### src/rtl/float_normalize_pkg.sv
// Types and default widths shared by the normalize and rounding stages.
package float_pkg;

    typedef enum logic [1:0] {
        IDLE   = 2'd0,
        ADJUST = 2'd1,
        DONE   = 2'd2
    } norm_state_t;

    localparam int FLOAT_MANT_W = 24;
    localparam int FLOAT_EXP_W  = 8;

endpackage

### src/rtl/float_normalize_if.sv
// Operand/result handshake bundle; master drives operands and outReady, slave is the normalizer.
interface float_normalize_if
    import float_pkg::*;
#(
    parameter int n   = FLOAT_MANT_W,
    parameter int exp = FLOAT_EXP_W
);
    logic           inValid;
    logic           inReady;
    logic [n+2:0]   rawMant;
    logic [exp-1:0] rawExp;
    logic           rawSticky;
    logic [n-1:0]   normMant;
    logic [exp-1:0] normExp;
    logic           R;
    logic           S;
    logic           overflow;
    logic           outValid;
    logic           outReady;

    modport master (
        output inValid, rawMant, rawExp, rawSticky, outReady,
        input  inReady, normMant, normExp, R, S, overflow, outValid
    );

    modport slave (
        input  inValid, rawMant, rawExp, rawSticky, outReady,
        output inReady, normMant, normExp, R, S, overflow, outValid
    );
endinterface

### src/rtl/float_normalize.sv
// Iterative mantissa normalizer: one shift per cycle until hidden bit set, zero, or denormal.
// Latency: 2 cycles normalized, 3 on carry, 2+k for k left shifts (accept edge counted as 1).
// Backpressure: result held in DONE until outReady; inReady only in IDLE.
module float_normalize
    import float_pkg::*;
#(
    parameter int n   = FLOAT_MANT_W,
    parameter int exp = FLOAT_EXP_W
) (
    input  logic              Clock,
    input  logic              Reset,
    float_normalize_if.slave  bus
);

    localparam logic [exp-1:0] EXP_MAX = '1;
    localparam logic [exp-1:0] EXP_ONE = {{(exp-1){1'b0}}, 1'b1};

    norm_state_t    state, state_nxt;
    logic [n+2:0]   work, work_nxt;
    logic [exp-1:0] expReg, exp_nxt;
    logic           stk, stk_nxt;
    logic           ovf, ovf_nxt;

    always_ff @(posedge Clock or posedge Reset) begin
        if (Reset) begin
            state  <= IDLE;
            work   <= '0;
            expReg <= '0;
            stk    <= 1'b0;
            ovf    <= 1'b0;
        end else begin
            state  <= state_nxt;
            work   <= work_nxt;
            expReg <= exp_nxt;
            stk    <= stk_nxt;
            ovf    <= ovf_nxt;
        end
    end

    always_comb begin
        state_nxt = state;
        work_nxt  = work;
        exp_nxt   = expReg;
        stk_nxt   = stk;
        ovf_nxt   = ovf;
        case (state)
            IDLE: begin
                if (bus.inValid) begin
                    work_nxt  = bus.rawMant;
                    exp_nxt   = bus.rawExp;
                    stk_nxt   = bus.rawSticky;
                    ovf_nxt   = 1'b0;
                    state_nxt = ADJUST;
                end
            end
            ADJUST: begin
                if (work[n+2]) begin
                    stk_nxt = stk | work[0];
                    // An exponent already at max also saturates rather than wrapping.
                    if (expReg >= EXP_MAX - EXP_ONE) begin
                        ovf_nxt   = 1'b1;
                        work_nxt  = '0;
                        exp_nxt   = EXP_MAX;
                        state_nxt = DONE;
                    end else begin
                        work_nxt = work >> 1;
                        exp_nxt  = expReg + EXP_ONE;
                    end
                end else if (work == '0) begin
                    exp_nxt   = '0;
                    state_nxt = DONE;
                end else if (work[n+1]) begin
                    state_nxt = DONE;
                end else if (expReg <= EXP_ONE) begin
                    exp_nxt   = '0;
                    state_nxt = DONE;
                end else begin
                    work_nxt = work << 1;
                    exp_nxt  = expReg - EXP_ONE;
                end
            end
            DONE: begin
                if (bus.outReady) begin
                    state_nxt = IDLE;
                end
            end
            default: state_nxt = IDLE;
        endcase
    end

    assign bus.inReady  = (state == IDLE);
    assign bus.outValid = (state == DONE);
    assign bus.normMant = work[n+1:2];
    assign bus.normExp  = expReg;
    assign bus.R        = work[1];
    assign bus.S        = work[0] | stk;
    assign bus.overflow = ovf;

endmodule

### src/flat_wrapper.sv
// flat-port wrapper written by rule: the top's interface ports become plain ports
module float_normalize_flat import float_pkg::*;
#(
    parameter int n   = FLOAT_MANT_W,
    parameter int exp = FLOAT_EXP_W
)
  (Clock, Reset, bus_inValid, bus_rawMant, bus_rawExp, bus_rawSticky, bus_outReady, bus_inReady, bus_normMant, bus_normExp, bus_R, bus_S, bus_overflow, bus_outValid);
  float_normalize_if #(.n(n), .exp(exp)) bus_i ();
  input  logic Clock;
  input  logic Reset;
  input wire logic [$bits(bus_i.inValid)-1:0] bus_inValid;
  input wire logic [$bits(bus_i.rawMant)-1:0] bus_rawMant;
  input wire logic [$bits(bus_i.rawExp)-1:0] bus_rawExp;
  input wire logic [$bits(bus_i.rawSticky)-1:0] bus_rawSticky;
  input wire logic [$bits(bus_i.outReady)-1:0] bus_outReady;
  output wire logic [$bits(bus_i.inReady)-1:0] bus_inReady;
  output wire logic [$bits(bus_i.normMant)-1:0] bus_normMant;
  output wire logic [$bits(bus_i.normExp)-1:0] bus_normExp;
  output wire logic [$bits(bus_i.R)-1:0] bus_R;
  output wire logic [$bits(bus_i.S)-1:0] bus_S;
  output wire logic [$bits(bus_i.overflow)-1:0] bus_overflow;
  output wire logic [$bits(bus_i.outValid)-1:0] bus_outValid;
  assign bus_i.inValid = bus_inValid;
  assign bus_i.rawMant = bus_rawMant;
  assign bus_i.rawExp = bus_rawExp;
  assign bus_i.rawSticky = bus_rawSticky;
  assign bus_i.outReady = bus_outReady;
  assign bus_inReady = bus_i.inReady;
  assign bus_normMant = bus_i.normMant;
  assign bus_normExp = bus_i.normExp;
  assign bus_R = bus_i.R;
  assign bus_S = bus_i.S;
  assign bus_overflow = bus_i.overflow;
  assign bus_outValid = bus_i.outValid;
  float_normalize #(.n(n), .exp(exp)) u_core (.Clock(Clock), .Reset(Reset), .bus(bus_i));
endmodule
### config.mk
export PLATFORM = sky130hd
export DESIGN_NAME = float_normalize_flat
export DESIGN_NICKNAME = d
export VERILOG_FILES = /design/src/rtl/float_normalize_pkg.sv /design/src/rtl/float_normalize_if.sv /design/src/rtl/float_normalize.sv /design/src/flat_wrapper.sv
export SDC_FILE = /design/constraint.sdc
export NUM_CORES = 1
export LEC_CHECK = 0
export CORE_UTILIZATION = 53
export DETAILED_ROUTE_END_ITERATION = 12
export PLACE_DENSITY = 0.86
export SYNTH_ARGS = -nofsm -noshare
export SYNTH_HDL_FRONTEND = slang
export SYNTH_SLANG_ARGS = --single-unit
### constraint.sdc
create_clock -name Clock -period 6.86 [get_ports Clock]
set_clock_uncertainty 0.2 [all_clocks]
set_input_delay 0.686 -clock Clock [delete_from_list [all_inputs] [get_ports Clock]]
set_output_delay 0.686 -clock Clock [all_outputs]
set_load 0.005 [all_outputs]
==> impl_summary.md, run 1 <==
Outcome
The flow ran to the end, and the final reports show no timing, DRC or antenna violations.

Route
The total number of vias is 2522. After detailed routing, the average wire length per cell comes to 16.5 um. Once detail routing completed, the nets flagged for antenna violations numbered 0. Dividing the detail-routed via count by the number of cells gives 5.82. The number of remaining DRC errors is 0. The detailed router finished its first iteration with 218 violations. The total detailed-routing wirelength is between 7000 and 8000 um. The first-pass detailed-route iteration total is 4.

Timing
The number of pins exceeding their max-slew limit in the final report is 0. Hold timing on the final database bottoms out at a slack of 0.315 ns. The transition time at the pin with the least slew margin is 1.08 ns. The tightest slew margin relative to the limit is 0.275. Of the available clock period, the critical path in the final layout requires 0.451. Setup repair after global routing left no endpoint under its margin. Timing would allow up to roughly 0.32 GHz.

The post-route setup TNS is 0 ns. Setup violations remaining at the end of the flow were counted as 0. The number of hold violations in the final report is 0. The clock period minus final worst setup slack is 3.09 ns.

Place
The instance count after placement with tap cells included is 425. The sum of net half-perimeters after detailed placement is around 5000 um. Buffers placed on the I/O ports in this run total 76. The congestion estimate from routability-driven global placement came to 0.863.

Clock tree
The maximum count of clock buffers along a single path is 2. The number of H-tree levels is 2. TritonCTS built the clock tree.

The post-CTS setup buffer count is 0. After clock tree synthesis, the flow added hold-fix buffers numbering 0. The clock buffer count from CTS is 5. The count of instances resized after the clock tree is built is 0.

In this run the clock root is driven by a clkbuf_8. The clock net in this run drives a total of 39 sinks. At the later pin of the worst-skew pair, clock insertion delay measures 0.30 ns.

Clock-pin slew was measured on the worst setup and hold paths at 0.08 ns.

Finish
After the flow finishes, the layout carries non-filler instances totaling 433. In the final layout, the share of cells above drive strength 1 is 0.129. The number of antenna diodes in the final layout is 0.

The layout net count is a little over 400. The top cell types in the final layout, fill and taps aside, are clkdlybuf4s50_1 (76), nand2_1 (59), dfrtp_1 (39). Once layout is complete, the utilization of the core stands at 0.691. The leading cell type in the layout, fill and taps excluded is clkdlybuf4s50_1. The area growth from synthesis to layout is 23.8%.

Power and ir drop
Summed over all cells, the static leakage comes to 1.55 nW. The design draws 1.76 mW. The worst-case IR drop observed on VDD is 0.228 mV. The power density of the placed cells is 490 mW/mm^2.

Floorplan
The starting density of the core is 0.558. The die covers about 0.0058 mm^2. From bottom edge to top edge, the die measures 76.0 um. Measured along the x axis, the die boundary spans 76.0 um. The number of rows created at floorplan is 26. The boundary pin count is 77. The core region is 0.00520 mm^2.

Setup path
For the worst setup path, the data arrival time is 3.09 ns. The worst setup path is launched from a register. Counting cells, the worst reg-to-reg path comes to 7. For the worst setup path, the data required time is 6.85 ns.

Along the worst path, the maximum fanout reaches 25. The capturing element type of the critical path is a register. The setup path with the least slack is of type register to register.

Synthesis
Counting flops with an async set or reset pin after synthesis yields a share of 1.00. By area the synthesized netlist is led by dfrtp_1 (34%), mux2_4 (10%), nand2_1 (7.6%). Counting flops and latches in the post-synthesis netlist gives 39. Dividing the synthesized area by the synthesized cell count gives approximately 9.1 um^2. The total nets after synthesis is approximately 360.

The synthesized netlist contains 57 unique library cells. In the synthesized netlist, the number of instances is around 320. Among all flip-flop cells after synthesis, the most frequent one is dfrtp_1. Summing every instance area after synthesis gives 0.00291 mm^2. In this run, synthesis inferred 0 flip-flops with an integrated enable. The library cell with the largest summed area after synthesis is dfrtp_1. For this run, the number of Yosys warnings is 0.

The top-area cell type share of the netlist area is 0.336. The share of the Yosys chip area taken by registers is 0.336.

GRT
The met3 usage in global routing is 0.0431. For this run the aggregate overflow at the end of global routing stands at 0. The most congested layer reported by global routing is met2. The combined global-route utilization of all metal layers is 0.260. The first global-routing pass estimated 12000 um of wire. The via count of the first global-routing pass is ~2400. The global routing usage on met1 is 0.361. The largest net degree at the start of global routing is 40. The initial antenna violation count is 0.

The global-route track usage on met2 is 0.413.

Hold path
Counting instances, the worst hold path has a depth of 1. The min-delay analysis places its worst path in the category register to register.

Job
Max-cap violations in this run came to 0.
[synthesized netlist by cell type (all sizes together) (2+ instances only)]
cell    count
nand2      59
dfrtp      39
buf        38
mux2       26
a22oi      24
a21oi      15
nor2       12
inv        11
xnor2       8
nand3       7
nor4        7
o21ai       7
nor3        6
a31oi       5
ha          4
nor2b       4
o22ai       4
a21o        3
clkbuf      3
o211a       3
or3         3
and2        2
and4        2
nand2b      2
nand4       2
o21ba       2
o21bai      2
or2         2
xor2        2
[per-stage QoR]
stage	setup WS, ns	instance area, um^2
finish	3.77	3600
global route	3.60	3600
CTS	3.81	3600
detailed placement	3.82	3480
global placement	3.89	3480
floorplan	4.42	2910
[final cells by class]
type | instances | area (um^2)
tap | 70 | 87.6
multi-input combinational | 227 | 1600
clock buffer | 5 | 68.8
clock inverter | 3 | 43.8
fill | 431 | 1610
timing repair buffer | 78 | 776
inverter | 11 | 41.3
sequential | 39 | 976
[cell families after synthesis]
kind of cell,after synthesis,synth area share
AOI/OAI and AO/OA,75,0.190
DFF,39,0.336
xor gates and xnor gates,10,0.0301
adders and majority gates,4,0.0172
and+or+nand+nor,112,0.185
muxes,26,0.127
buffers and inverters,52,0.115
[worst paths after layout]
path / endpoint / from / slack [ns]
min: u_core.stk$_DFFE_PP0P_ / u_core.stk$_DFFE_PP0P_ / 0.32
max in group asynchronous: u_core.bus.normExp[4]$_DFFE_PP0P_ / Reset / 5.52
max: u_core.work[20]$_DFFE_PP0P_ / u_core.bus.normExp[0]$_DFFE_PP0P_ / 3.77
max reg2reg: u_core.work[20]$_DFFE_PP0P_ / u_core.bus.normExp[0]$_DFFE_PP0P_ / 3.77
min in group asynchronous: u_core.work[14]$_DFFE_PP0P_ / Reset / 0.60
min reg2reg: u_core.stk$_DFFE_PP0P_ / u_core.stk$_DFFE_PP0P_ / 0.32
[flip-flops by register name, indices dropped and copies added (netlist names)]
register             flops
u_core.work             27
u_core.bus.normExp       8
u_core.bus.overflow      1
u_core.state             2
u_core.stk               1
[layer usage]
layer / vias to the layer above / wire length [um]
li1: 1203 / -
met1: 1222 / 3220
met2: 86 / 3460
met3: 11 / 360
met4: 0 / 126
met5: - / 0
[power breakdown]
| group | total (mW) | leakage [nW] | switching, mW | internal (mW) |
|---|---|---|---|---|
| sequential | 0.563 | 0.473 | 0.216 | 0.347 |
| clock | 0.198 | 0.0581 | 0.0896 | 0.108 |
| combinational | 1.00 | 1.02 | 0.428 | 0.575 |
| total | 1.76 | 1.55 | 0.734 | 1.03 |
[critical path, cell delays in order (launching register included)]
cell	delay, ns
dfrtp_1	0.51
inv_1	0.13
ha_1	0.25
or2_1	0.27
a31oi_1	0.19
o21ai_1	0.14
a21oi_4	0.87
mux2_2	0.42
Note: power is estimated with default switching activity, not from simulation.
==> run 2, diff against run 1 <==
- CORE_UTILIZATION: 53 -> 45
- PLACE_DENSITY: 0.86 -> 0.78
- clock period: 6.86 -> 2.65 ns (I/O delays scaled with it)
==> run 2 against run 1 <==
Net effect:
- power rose to 2.7 times the previous value
- register-to-register slack worse by 3.5 ns
- via count up 3.3%
- hold slack worse by 0.12 ns
- critical endpoint unchanged
- largest power group unchanged
==> impl_summary.md, run 2 (synthesized netlist as in run 1, its figures left out) <==
Finish
The top cell types in the final layout, fill and taps aside, are clkdlybuf4s50_1 (76), nand2_1 (59), dfrtp_1 (39). The number of cells in the finished layout apart from fillers came to 454 (+4.8%). The count of antenna diodes in the layout is 0 (unchanged). The register ranked first by flip-flop count is u_core.work. The layout net count is 422 (+3.9%).

The fraction of layout instances using a drive strength above 1 was 0.166 (+0.0368). The number of flip-flops in the largest register was 27 (unchanged). The relative area change from synthesis to final layout is 28.6%. The library cell used most frequently in the layout, excluding fill and tap cells, is clkdlybuf4s50_1.

Route
The first-pass detailed-route iteration total came to 5 (+1). The number of remaining DRC errors came to 0 (unchanged). The via density per instance is 5.74 (-1.5%). The average wire length per cell after detail routing came to 16.8 um (+1.8%).

The number of DRC markers in iteration 0 came to 200 (-8.3%). The number of nets with antenna violations after detailed routing is 0 (unchanged). The total detailed-routing wirelength came to 7640 um (+6.7%). The total number of vias came to 2604 (+3.3%).

Power and ir drop
The net load switching power is 1.95 mW (+170%). The power density of the placed cells is 1270 mW/mm^2 (+160%). The share of total power in the clock network is 0.107 (-0.005). The maximum ir drop on the vdd rail was 0.596 mV (+160%). The switching power as a share of total power is 0.409 (-0.00704).

The overall power is 4.76 mW (+170%). The logic gate share of total power is 0.608 (+0.040). The share of total power in sequential cells is 0.285 (-0.034). The internal power of the cells is 2.81 mW (+170%). The leakage power figure is 1.64 nW (+5.5%).

Clock tree
The library cell used as clock root buffer is clkbuf_8. The latest clock arrival within the worst-skew pair was 0.30 ns (about the same). TritonCTS built the clock tree. The clock edge transition at the registers on the reported setup and hold paths is 0.09 ns (about the same). The count of instances resized after the clock tree is built is 0 (unchanged). The clock buffer count from CTS is 5 (unchanged). The post-CTS setup buffer count is 0 (unchanged). The number of H-tree levels is 2 (unchanged).

The number of buffers inserted for hold repair after clock tree synthesis was 0 (unchanged). The number of clock sinks seen by CTS is 39 (unchanged). The maximum count of clock buffers along a single path was 2 (unchanged).

Hold path
The path category of the worst min-delay check is primary input to asynchronous set/reset pin.

Timing
Setup repair after global routing left no endpoint under its margin. The number of pins exceeding their max-slew limit in the final report is 0 (unchanged). The clock period minus final worst setup slack is 2.38 ns (-0.711 ns).

The total setup violations reported at the end of the flow is 0 (unchanged). The maximum clock rate came to 0.420 GHz (+30%). The number of hold violations in the final report came to 0 (unchanged). The worst hold slack is 0.195 ns (-0.121 ns). The post-route setup TNS was 0 ns (unchanged). The post-route clock period utilization is 0.899 (+0.448). The tightest slew margin relative to the limit is 0.629 (+0.354). The transition time at the pin with the least slew margin came to 0.556 ns (-0.528 ns). The final worst-path setup slack is 0.268 ns (-3.50 ns).

GRT
The largest net degree at the start of global routing was 40 (unchanged). The overall overflow remaining after global route is 0 (unchanged). The via count of the first global-routing pass is 2516 (+5.4%).

The first-pass GRT wire length came to 12200 um (+1.1%). The combined global-route utilization of all metal layers came to 0.239 (-0.0213). The initial antenna violation count is 0 (unchanged).

Setup path
The arrival time of data at the critical path endpoint came to 2.38 ns (-0.71 ns). The worst register-to-register path begins at u_core.bus.normExp[0]$_DFFE_PP0P_. The setup path with the least slack is of type register to register.

The data required time of the critical path is 2.65 ns (-4.20 ns). Walking the worst path, the cells encountered are inv_1, ha_1, or2_1, a31oi_1, o21ai_1, a21oi_4, buf_12, mux2_2. The worst setup path is launched from a register. The largest fanout on the critical path was 25 (unchanged).

In this run the critical register-to-register path is captured at u_core.work[20]$_DFFE_PP0P_. The peak per-stage delay on the critical path is 0.39 ns (-0.48 ns). The slowest stage of the critical path belongs to the cell dfrtp_1. The worst-case reg-to-reg path depth is 8 (+1). STA classifies the critical path endpoint as a register.

The slack of the worst reg-to-reg path was 0.27 ns (-3.50 ns).

Floorplan
The height of the chip is 82.4 um (+8.3%). The starting density of the core came to 0.479 (-0.0788). The die extent in x is 82.4 um (+8.3%).

The placeable core area is 0.00606 mm^2 (+16%). The boundary pin count was 77 (unchanged). The number of rows created at floorplan was 28 (+7.7%). The floorplan die area is 0.00678 mm^2 (+17%).

Place
The placer's final routability congestion estimate was 0.894 (+3.6%). The number of buffers added on ports is 76 (unchanged). The placement-stage worst setup slack is 0.282 ns (-3.54 ns). The instance count after placement with tap cells included came to 446 (+4.9%). The sum of net half-perimeters after detailed placement is 5570 um (+14%).

Job
The number of max-capacitance violations reported is 0 (unchanged).

Outcome
The flow ran to the end, and the final reports show no timing, DRC or antenna violations.
## run 2: changes by cell type in the layout (fill, tap and decap cells not counted)
cell    delta
buf_12     +1
buf_4     +15
## run 2: area by class of cell
cell class              instances  area [um^2]
clock buffers                   5         68.8
clock inverters                 3         43.8
fillers                       542         2320
inverters                      11         41.3
multi-input cells             227         1600
flip-flops and latches         39          976
well taps                      75         93.8
repair buffers                 94          908
## run 2: worst max path at each step
stage,startpoint,end,depth (start not counted)
finish,u_core.bus.normExp[0]$_DFFE_PP0P_,u_core.work[20]$_DFFE_PP0P_,8
CTS,u_core.bus.normExp[0]$_DFFE_PP0P_,u_core.work[23]$_DFFE_PP0P_,8
global route,u_core.bus.normExp[0]$_DFFE_PP0P_,u_core.work[23]$_DFFE_PP0P_,8
global placement,u_core.bus.normExp[0]$_DFFE_PP0P_,u_core.work[21]$_DFFE_PP0P_,8
floorplan,u_core.bus.normExp[0]$_DFFE_PP0P_,u_core.work[10]$_DFFE_PP0P_,8
detailed placement,u_core.bus.normExp[0]$_DFFE_PP0P_,u_core.work[23]$_DFFE_PP0P_,8
## run 2: routing by layer
metal  GRT usage  vias up  share of wire  routed length (um)
met5           0        -              0                   0
met4      0.0719        0          0.012                  89
met3      0.0440        8          0.054                 409
met2       0.381       89           0.49                3770
met1       0.327     1276           0.44                3380
li1            -     1231              -                   -
## run 2: power groups by stage
stage	logic (mW)	clock network, mW	registers [mW]
6_report	2.89	0.511	1.36
5_1_grt	3.14	0.540	1.41
4_1_cts	2.89	0.518	1.35
3_5_place_dp	2.88	0	1.36
3_3_place_gp	2.80	0	1.35
2_1_floorplan	2.10	0	1.22
## run 2: per-stage QoR
| stage | instance area [um^2] | utilization |
|---|---|---|
| after floorplan | 2910 | - |
| after global placement | 3620 | 0.598 |
| after detailed placement | 3620 | 0.598 |
| final | 3740 | 0.616 |
| after CTS | 3740 | 0.616 |
| after global routing | 3740 | 0.616 |
## run 2: worst max-delay path, delay by kind of cell (launching register included)
kind	cells	cell delay, ns
AO/OA/AOI/OAI	3	0.49
multiplexers	1	0.36
adder cells (fa/ha/maj)	1	0.24
flip-flops	1	0.39
AND/OR/NAND/NOR	1	0.29
buffers and inverters	2	0.31
==> run 3, diff against run 2 <==
--- a/config.mk
+++ b/config.mk
@@ -9,4 +9,5 @@
 export DETAILED_ROUTE_END_ITERATION = 12
 export PLACE_DENSITY = 0.78
+export SLEW_MARGIN = 30
 export SYNTH_ARGS = -nofsm -noshare
 export SYNTH_HDL_FRONTEND = slang
==> constraint.sdc (replaced) <==
create_clock -name Clock -period 2.65 [get_ports Clock]
set_clock_uncertainty 0.2 [all_clocks]
set_input_delay 0.53 -clock Clock [delete_from_list [all_inputs] [get_ports Clock]]
set_output_delay 0.53 -clock Clock [all_outputs]
set_load 0.005 [all_outputs]
==> run 3 against run 2 <==
Net effect:
- core utilization grew 0.41 points
- via count shrank 1.8%
- design area grew 0.67%
- die area is the same
- register-to-register slack gained 0.03 ns
- non-clock buffer count shrank 1
- clock-buffer cell count grew 1
- final cell count shrank 0.22%
- power grew 1.5%
- maximum frequency grew 1.1%
- combinational power is essentially flat
- sequential power is essentially flat
==> impl_summary.md, run 3 (synthesized netlist as in run 1, its figures left out) <==
GRT
The first-pass GRT wire length is 11400 um (-6.5%). The via count of the first global-routing pass is 2276 (-9.5%). The initial antenna violation count is 0 (unchanged). The combined global-route utilization of all metal layers came to 0.225 (-0.0133). The overall overflow remaining after global route is 0 (unchanged). The largest net degree at the start of global routing came to 40 (unchanged).

Route
The total number of vias is 2556 (-1.8%). The average wire length per cell after detail routing is 16.2 um (-3.8%). The first-pass detailed-route iteration total is 4 (-1). The number of DRC markers in iteration 0 is 177 (-12%).

The number of nets with antenna violations after detailed routing was 0 (unchanged). The total detailed-routing wirelength is 7340 um (-4.0%). The via density per instance came to 5.64 (-1.6%). The number of remaining DRC errors is 0 (unchanged).

Setup path
The number of buffers and inverters on the critical path was 2 (unchanged). The peak per-stage delay on the critical path is 0.38 ns (about the same). The standard cell with the maximum stage delay on the critical path is dfrtp_1. The worst setup path is of the register to register kind.

The data required time of the critical path is 2.64 ns (about the same). The total stage count of the critical path is 8 (unchanged). The category of cells accounting for the largest share of critical-path delay is compound AO/OA/AOI/OAI gates. The largest fanout on the critical path was 25 (unchanged). The arrival time of data at the critical path endpoint is 2.34 ns (-0.04 ns). Traced cell by cell, the critical path runs through inv_1, ha_1, or2_1, a31oi_1, o21ai_1, a21oi_4, buf_12, mux2_2.

The capturing element type of the critical path is a register. The worst-case reg-to-reg path depth came to 8 (unchanged). The worst setup path is launched from a register.

Clock tree
The number of buffers inserted for hold repair after clock tree synthesis was 0 (unchanged). The number of clock sinks seen by CTS is 39 (unchanged). The number of H-tree levels is 2 (unchanged).

The count of instances resized after the clock tree is built is 0 (unchanged). The maximum count of clock buffers along a single path is 2 (unchanged). The post-CTS setup buffer count is 0 (unchanged). The latest clock arrival within the worst-skew pair is 0.30 ns (about the same).

The clock edge transition at the registers on the reported setup and hold paths is 0.07 ns (-0.02 ns). The library cell used as clock root buffer is clkbuf_8. The clock buffer count from CTS is 5 (unchanged). TritonCTS built the clock tree.

Floorplan
The placeable core area was 0.00606 mm^2 (unchanged). The starting density of the core came to 0.479 (unchanged). The number of rows created at floorplan is 28 (unchanged). The die extent in x is 82.4 um (unchanged). The floorplan die area is 0.00678 mm^2 (unchanged). The height of the chip is 82.4 um (unchanged). The boundary pin count was 77 (unchanged).

Power and ir drop
The overall power is 4.83 mW (+1.5%). The net load switching power is 1.91 mW (-1.9%). The share of total power in the clock network is 0.124 (+0.017).

The share of total power in sequential cells was 0.279 (-0.006). The internal power of the cells is 2.92 mW (+3.9%). The switching power as a share of total power is 0.395 (-0.0137). The logic gate share of total power is 0.597 (-0.011).

The maximum ir drop on the vdd rail came to 0.615 mV (+3.2%). The power density of the placed cells came to 1290 mW/mm^2 (+0.87%). The leakage power figure came to 1.64 nW (+0.27%).

Finish
The number of cells in the finished layout apart from fillers was 453 (-0.22%). The layout net count was 421 (-0.24%). The register with the most flip-flops in the final layout is u_core.work. The area growth from synthesis to layout is 29.5%. The number of fill cells is 513 (-5.4%).

Leaving out fill and tap cells, the most frequent cell in the layout is clkdlybuf4s50_1. The number of flip-flops in the largest register is 27 (unchanged). The top cell types in the final layout, fill and taps aside, are clkdlybuf4s50_1 (76), nand2_1 (59), dfrtp_1 (39). The count of antenna diodes in the layout is 0 (unchanged).

The fraction of layout instances using a drive strength above 1 is 0.161 (-0.00485).

Timing
The transition time at the pin with the least slew margin is 0.495 ns (-0.0609 ns). The post-route setup TNS is 0 ns (unchanged). The maximum clock rate is 0.424 GHz (+1.1%). The final worst-path setup slack is 0.294 ns (+0.0256 ns). The total setup violations reported at the end of the flow came to 0 (unchanged). The number of hold violations in the final report is 0 (unchanged). The post-route clock period utilization is 0.889 (-0.00966). The number of pins exceeding their max-slew limit in the final report is 0 (unchanged). The clock period minus final worst setup slack came to 2.36 ns (-0.0256 ns).

Setup repair after global routing left no endpoint under its margin. The tightest slew margin relative to the limit was 0.670 (+0.0406).

Hold path
The tightest min-delay check is of the register to register type. Along the worst hold path, the cell count comes to 1.

Place
The placement-stage worst setup slack is 0.292 ns (+0.00995 ns). The sum of net half-perimeters after detailed placement is 5370 um (-3.6%). The instance count after placement with tap cells included is 445 (-0.22%). The placer's final routability congestion estimate was 0.922 (+3.1%). The number of buffers added on ports came to 76 (unchanged).

Job
The number of max-capacitance violations reported is 0 (unchanged).

Outcome
The run finished with clean final reports.
-- run 3: cell count changes in the layout (fill, tap and decap cells not counted), sizes merged --
cell	before	now
clkinv	2	0
buf	18	17
bufinv	1	2
clkbuf	5	6
-- run 3: final timing paths --
kind	endpoint	from	slack (ns)
setup / recovery	u_core.work[22]$_DFFE_PP0P_	u_core.bus.normExp[0]$_DFFE_PP0P_	0.29
hold reg to reg	u_core.stk$_DFFE_PP0P_	u_core.stk$_DFFE_PP0P_	0.31
min in group asynchronous	u_core.work[25]$_DFFE_PP0P_	Reset	0.45
max in group asynchronous	u_core.bus.normExp[7]$_DFFE_PP0P_	Reset	1.46
setup reg to reg	u_core.work[22]$_DFFE_PP0P_	u_core.bus.normExp[0]$_DFFE_PP0P_	0.29
hold / removal	u_core.stk$_DFFE_PP0P_	u_core.stk$_DFFE_PP0P_	0.31
-- run 3: worst reg2reg max path, cell delays in order (launching register included) --
cell	delay, ns
dfrtp_1	0.38
inv_1	0.09
ha_1	0.25
or2_1	0.28
a31oi_1	0.17
o21ai_1	0.12
a21oi_4	0.18
buf_12	0.22
mux2_2	0.36
-- run 3: final cells by class --
class	instances	area (um^2)	area share
Multi-Input combinational cell	227	1600	0.426
Timing Repair Buffer	93	913	0.243
Tap cell	75	93.8	0.0250
Clock buffer	6	72.6	0.0193
Sequential cell	39	976	0.259
Clock inverter	2	60.1	0.0160
Inverter	11	41.3	0.0110
-- run 3: power groups by stage --
stage / logic (mW) / registers (mW) / clock network (mW)
6_report: 2.89 / 1.35 / 0.598
5_1_grt: 3.12 / 1.41 / 0.633
4_1_cts: 2.89 / 1.34 / 0.599
3_5_place_dp: 2.87 / 1.35 / 0
3_3_place_gp: 2.82 / 1.34 / 0
2_1_floorplan: 2.10 / 1.22 / 0
-- run 3: per-stage QoR --
stage,area (um^2),hold slack (ns),util
after global routing,3760,0.330,0.621
after detailed placement,3630,0.293,0.599
after global placement,3630,0.279,0.599
after CTS,3760,0.311,0.621
after floorplan,2910,0.262,-
final,3760,0.310,0.621
-- run 3: routing by layer --
metal  wire length, um  track usage  part of all wire
met1              3410        0.321              0.47
met2              3400        0.348              0.46
met5                 0            0                 0
met4                87       0.0649             0.012
met3               430       0.0396             0.059
==> edit 1, RTL diff (flow settings as in run 3) <==
`FLOAT_EXP_W`: 8 -> 10.
--- a/src/rtl/float_normalize_pkg.sv
+++ b/src/rtl/float_normalize_pkg.sv
@@ -10,3 +10,3 @@
     localparam int FLOAT_MANT_W = 24;
-    localparam int FLOAT_EXP_W  = 8;
+    localparam int FLOAT_EXP_W  = 10;
 
Ports: changed (resized bus_normExp and bus_rawExp); port bits go from 77 to 81. The function was not compared with the original's and may differ.
==> edit 1 against run 3 <==
- hold slack worse by 0.013 ns
- routed wire length rose by 11%
- sequential cell count increased by 2
- area after synthesis grew 0.99%
- non-clock buffer count increased by 2
- total power rose by 1.3%
- final area is 1.0% higher
- setup slack lost 0.026 ns
- core utilization is 1.9 points lower
- fmax is 1.1% lower
- sequential power up 7%
- global-route usage is 1.7 points higher
- critical path type unchanged
- largest cell class unchanged
==> edit 1: results (changes against run 3) <==
outcome=completed (unchanged); Via density=6.15 (was 5.64); R2R Setup Slk=0.27 ns (was 0.29 ns); Avg Cell Area, Syn=9.40 um^2 (was 9.14 um^2); PortBufs=80 (was 76); pin count of the biggest net entering global routing=42 (was 40); DRT iter0 DRCs=362 (was 177); maximum fanout along the worst path=9 (was 25); placed insts=440 (was 445); P_leak=1.60 nW (was 1.64 nW); Slowest Stage Delay on Critical Path=0.47 ns (was 0.38 ns); Nets=416 (was 421); dpl hpwl=5730 um (was 5370 um); Synth cell types=67 (was 57); Syn Nets=358 (was 362); worst slack, placed=0.0351 ns (was 0.292 ns); final cell count without fillers=447 (was 453); Fillers=572 (was 513); GPL Wtd Cong=0.910 (was 0.922); Seq/Total Area, Yosys=35.0% (was 33.6%); main area contributors after synthesis=dfrtp_1 35%, a222oi_1 8.2%, mux2i_1 8.2% (was dfrtp_1 34%, mux2_4 10%, nand2_1 7.6%); DRT Wirelength=8170 um (was 7340 um); Critical Path AT=2.37 ns (was 2.34 ns); Hold Slack=0.297 ns (was 0.310 ns); placed cell areas=3690 um^2 (was 3630 um^2); top cells by count, synth=41 x dfrtp_1, 33 x inv_1, 25 x buf_4 (was 59 x nand2_1, 39 x dfrtp_1, 24 x a22oi_1, 24 x buf_4, 20 x mux2_4); CP max-delay cell=o221ai_2 (was dfrtp_1); Internal=2.75 mW (was 2.92 mW); worst slew pin tran=0.583 ns (was 0.495 ns); DRT Pass-1 Iters=9 (was 4)
[edit 1: cell count changes after synthesis, moves of 5 or more]
cell	delta
a222oi_1	+24
nand2_1	-47
mux2_4	-20
o21ai_0	+5
mux2i_1	+24
xnor2_1	-8
inv_1	+24
a22oi_1	-21
[edit 1: critical path, delay by kind of cell (launching register included)]
kind            cells  cell delay (ns)
compound gates      3             0.99
flops               1             0.39
buf+inv             2             0.29
fa+ha+maj           1             0.27
simple gates        1             0.12
[edit 1: power groups by stage]
stage | Sequential, mW | Combinational (mW) | Clock (mW)
5_1_grt | 1.49 | 3.22 | 0.528
2_1_floorplan | 1.29 | 2.07 | 0
3_5_place_dp | 1.43 | 2.94 | 0
3_3_place_gp | 1.42 | 2.86 | 0
6_report | 1.44 | 2.95 | 0.503
4_1_cts | 1.42 | 2.95 | 0.503
[edit 1: final cells by class]
cell class / instances / area, um^2 / share of cell area (%)
multi-input combinational: 194 / 1510 / 39.8
sequential: 41 / 1030 / 27.0
timing repair buffer: 95 / 938 / 24.7
inverter: 33 / 124 / 3.26
tap: 77 / 96.3 / 2.54
clock buffer: 5 / 68.8 / 1.81
clock inverter: 2 / 35.0 / 0.922
[edit 1: cells by family (layout without fill, tap and decap cells)]
group	Yosys count	after routing	share of synthesized area, %
adder cells (fa/ha/maj)	4	4	1.71
XOR/XNOR	1	1	0.299
multiplexers	26	26	8.96
flip-flops	41	41	35.0
AND/OR/NAND/NOR	73	73	14.8
AO/OA/AOI/OAI	90	90	25.4
buffers and inverters	77	135	13.9
[edit 1: per-layer routing]
layer / vias up / track usage [%] / routed length, um
li1: 1282 / - / -
met1: 1355 / 34.6 / 3690
met2: 107 / 38.2 / 3900
met3: 6 / 3.52 / 470
met4: 0 / 6.55 / 110
met5: - / 0 / 0
[edit 1: worst paths after layout]
path                                        from                     to  cells after the start
min reg2reg                           u_core.stk             u_core.stk                      1
max in group asynchronous                  Reset         u_core.work[4]                      3
min                                   u_core.stk             u_core.stk                      1
max reg2reg                u_core.bus.normExp[1]  u_core.bus.normExp[1]                      7
min in group asynchronous                  Reset        u_core.state[0]                      3
max                        u_core.bus.normExp[1]  u_core.bus.normExp[1]                      7
==> edit 2, RTL diff (settings of run 3) <==
Made on the original files. Encoding of `norm_state_t`: now one-hot (3 bits for 3 states).
--- a/src/rtl/float_normalize_pkg.sv
+++ b/src/rtl/float_normalize_pkg.sv
@@ -3,6 +3,6 @@
 
-    typedef enum logic [1:0] {
-        IDLE   = 2'd0,
-        ADJUST = 2'd1,
-        DONE   = 2'd2
+    typedef enum logic [2:0] {
+        IDLE   = 3'b001,
+        ADJUST = 3'b010,
+        DONE   = 3'b100
     } norm_state_t;
Behaviour: no difference found for any inputs over 4 cycles, from zero or initial values and one cycle with Reset high; so few cycles prove little.
==> edit 2 against run 3 <==
- die area increased by 2.7%
- non-clock buffer count increased by 2
- synthesized cell count increased by 2.2%
- via count increased by 4.9%
- count of clock-buffer cells in the layout unchanged
- critical endpoint is now bus_inReady
- area after synthesis increased by 2.8%
- sequential cell count increased by 1
- routed wire length increased by 4.4%
- setup slack got worse by 0.15 ns
- final area increased by 0.73%
- critical path depth decreased by 6
- total power decreased by 13%
==> edit 2: results (changes against run 3) <==
outcome=completed (unchanged); Via density=5.83 (was 5.64); post-synthesis xor/xnor area fraction=2.05% (was 3.01%); Worst Hold Depth=2 (was 1); vias in the first global route=2,584 (was 2,276); Setup crit end=bus_inReady (was u_core.work[22]); R2R Setup Slk=0.27 ns (was 0.29 ns); Critical Path Source=u_core.state[0] (was u_core.bus.normExp[0]); first-pass GRT wire length=12,900 um (was 11,400 um); HP Start=u_core.bus.overflow (was u_core.stk); met3 routed WL=423 um (was 430 um); top cells by count, synth=60 x nand2_1, 39 x dfrtp_1, 25 x a22oi_1, 25 x buf_4, 20 x mux2_4 (was 59 x nand2_1, 39 x dfrtp_1, 24 x a22oi_1, 24 x buf_4, 20 x mux2_4); compound-gate portion of the synthesized area=17.6% (was 19.0%); Hold Path Sink=u_core.bus.overflow (was u_core.stk); Synth cell types=58 (was 57); Nets=426 (was 421); met2 routed WL=3570 um (was 3400 um); dpl hpwl=5530 um (was 5370 um); drt wl/cell=16.6 um (was 16.2 um); M1 wire length=3540 um (was 3410 um); proportion of layout cells with a drive suffix above 1=18.0% (was 16.1%); GPL Wtd Cong=0.931 (was 0.922); Critical Path AT=1.78 ns (was 2.34 ns); DRT Pass-1 Iters=5 (was 4); worst slack, placed=0.293 ns (was 0.292 ns); met2 GRT Util=34.3% (was 34.8%); worst r2r path cells=5 (was 8); P_leak=1.60 nW (was 1.64 nW); worst r2r src=u_core.work[4] (was u_core.bus.normExp[0]); fmax=399 MHz (was 424 MHz); peak supply drop=0.000610 V (was 0.000615 V); worst r2r dst=u_core.work[25] (was u_core.work[22]); pin count of the biggest net entering global routing=41 (was 40); maximum fanout along the worst path=7 (was 25); Syn Nets=369 (was 362); Fillers=560 (was 513); adder-cell share of the synthesized area=1.68% (was 1.72%); GRT Util Overall=22.6% (was 22.5%); main area contributors after synthesis=dfrtp_1 33%, mux2_4 10%, nand2_1 7.5% (was dfrtp_1 34%, mux2_4 10%, nand2_1 7.6%)
edit 2: cell count changes after synthesis, moves of 3 or more:
cell / run 3 / this run
a21oi_1: 13 / 10
nor3_1: 6 / 2
clkbuf_1: 3 / 8
and3_1: 0 / 4
xnor2_1: 8 / 4
inv_1: 9 / 6
or2_2: 1 / 4
nor2_1: 12 / 15
a21o_1: 3 / 0
buf_6: 5 / 1
edit 2: cells by family after synthesis:
| family | after synthesis |
|---|---|
| buffers and inverters | 51 |
| DFF | 40 |
| and+or+nand+nor | 123 |
| muxes | 27 |
| AOI/OAI and AO/OA | 73 |
| adders and majority gates | 4 |
| xor gates and xnor gates | 7 |
edit 2: final cells by class:
cell class | instances | area, um^2 | area share [%]
tap | 77 | 96.3 | 2.54
sequential | 40 | 1000 | 26.5
inverter | 6 | 22.5 | 0.594
clock buffer | 6 | 82.6 | 2.18
multi-input combinational | 234 | 1650 | 43.5
clock inverter | 2 | 10.0 | 0.264
timing repair buffer | 95 | 928 | 24.5
edit 2: metrics by stage:
stage | instances | utilization, % | power, mW | hold WS, ns | area, um^2
after floorplan | 325 | - | 3.02 | 0.286 | 2990
after global placement | 452 | 57.9 | 3.71 | 0.295 | 3700
after detailed placement | 452 | 57.9 | 3.76 | 0.303 | 3700
after CTS | 460 | 59.3 | 4.20 | 0.320 | 3790
after global routing | 460 | 59.3 | 4.47 | 0.372 | 3790
final | 460 | 59.3 | 4.20 | 0.308 | 3790
edit 2: critical path, stage by stage (launching register included):
cell,delay [ns]
dfstp_2,0.60
nor3b_1,0.32
clkdlybuf4s50_1,0.56
edit 2: report_power, final:
group          switching (mW)  internal (mW)  leakage [nW]  total [mW]
Clock                   0.212          0.208        0.0510       0.419
Combinational           0.975           1.43          1.07        2.40
Sequential              0.461          0.914         0.474        1.37
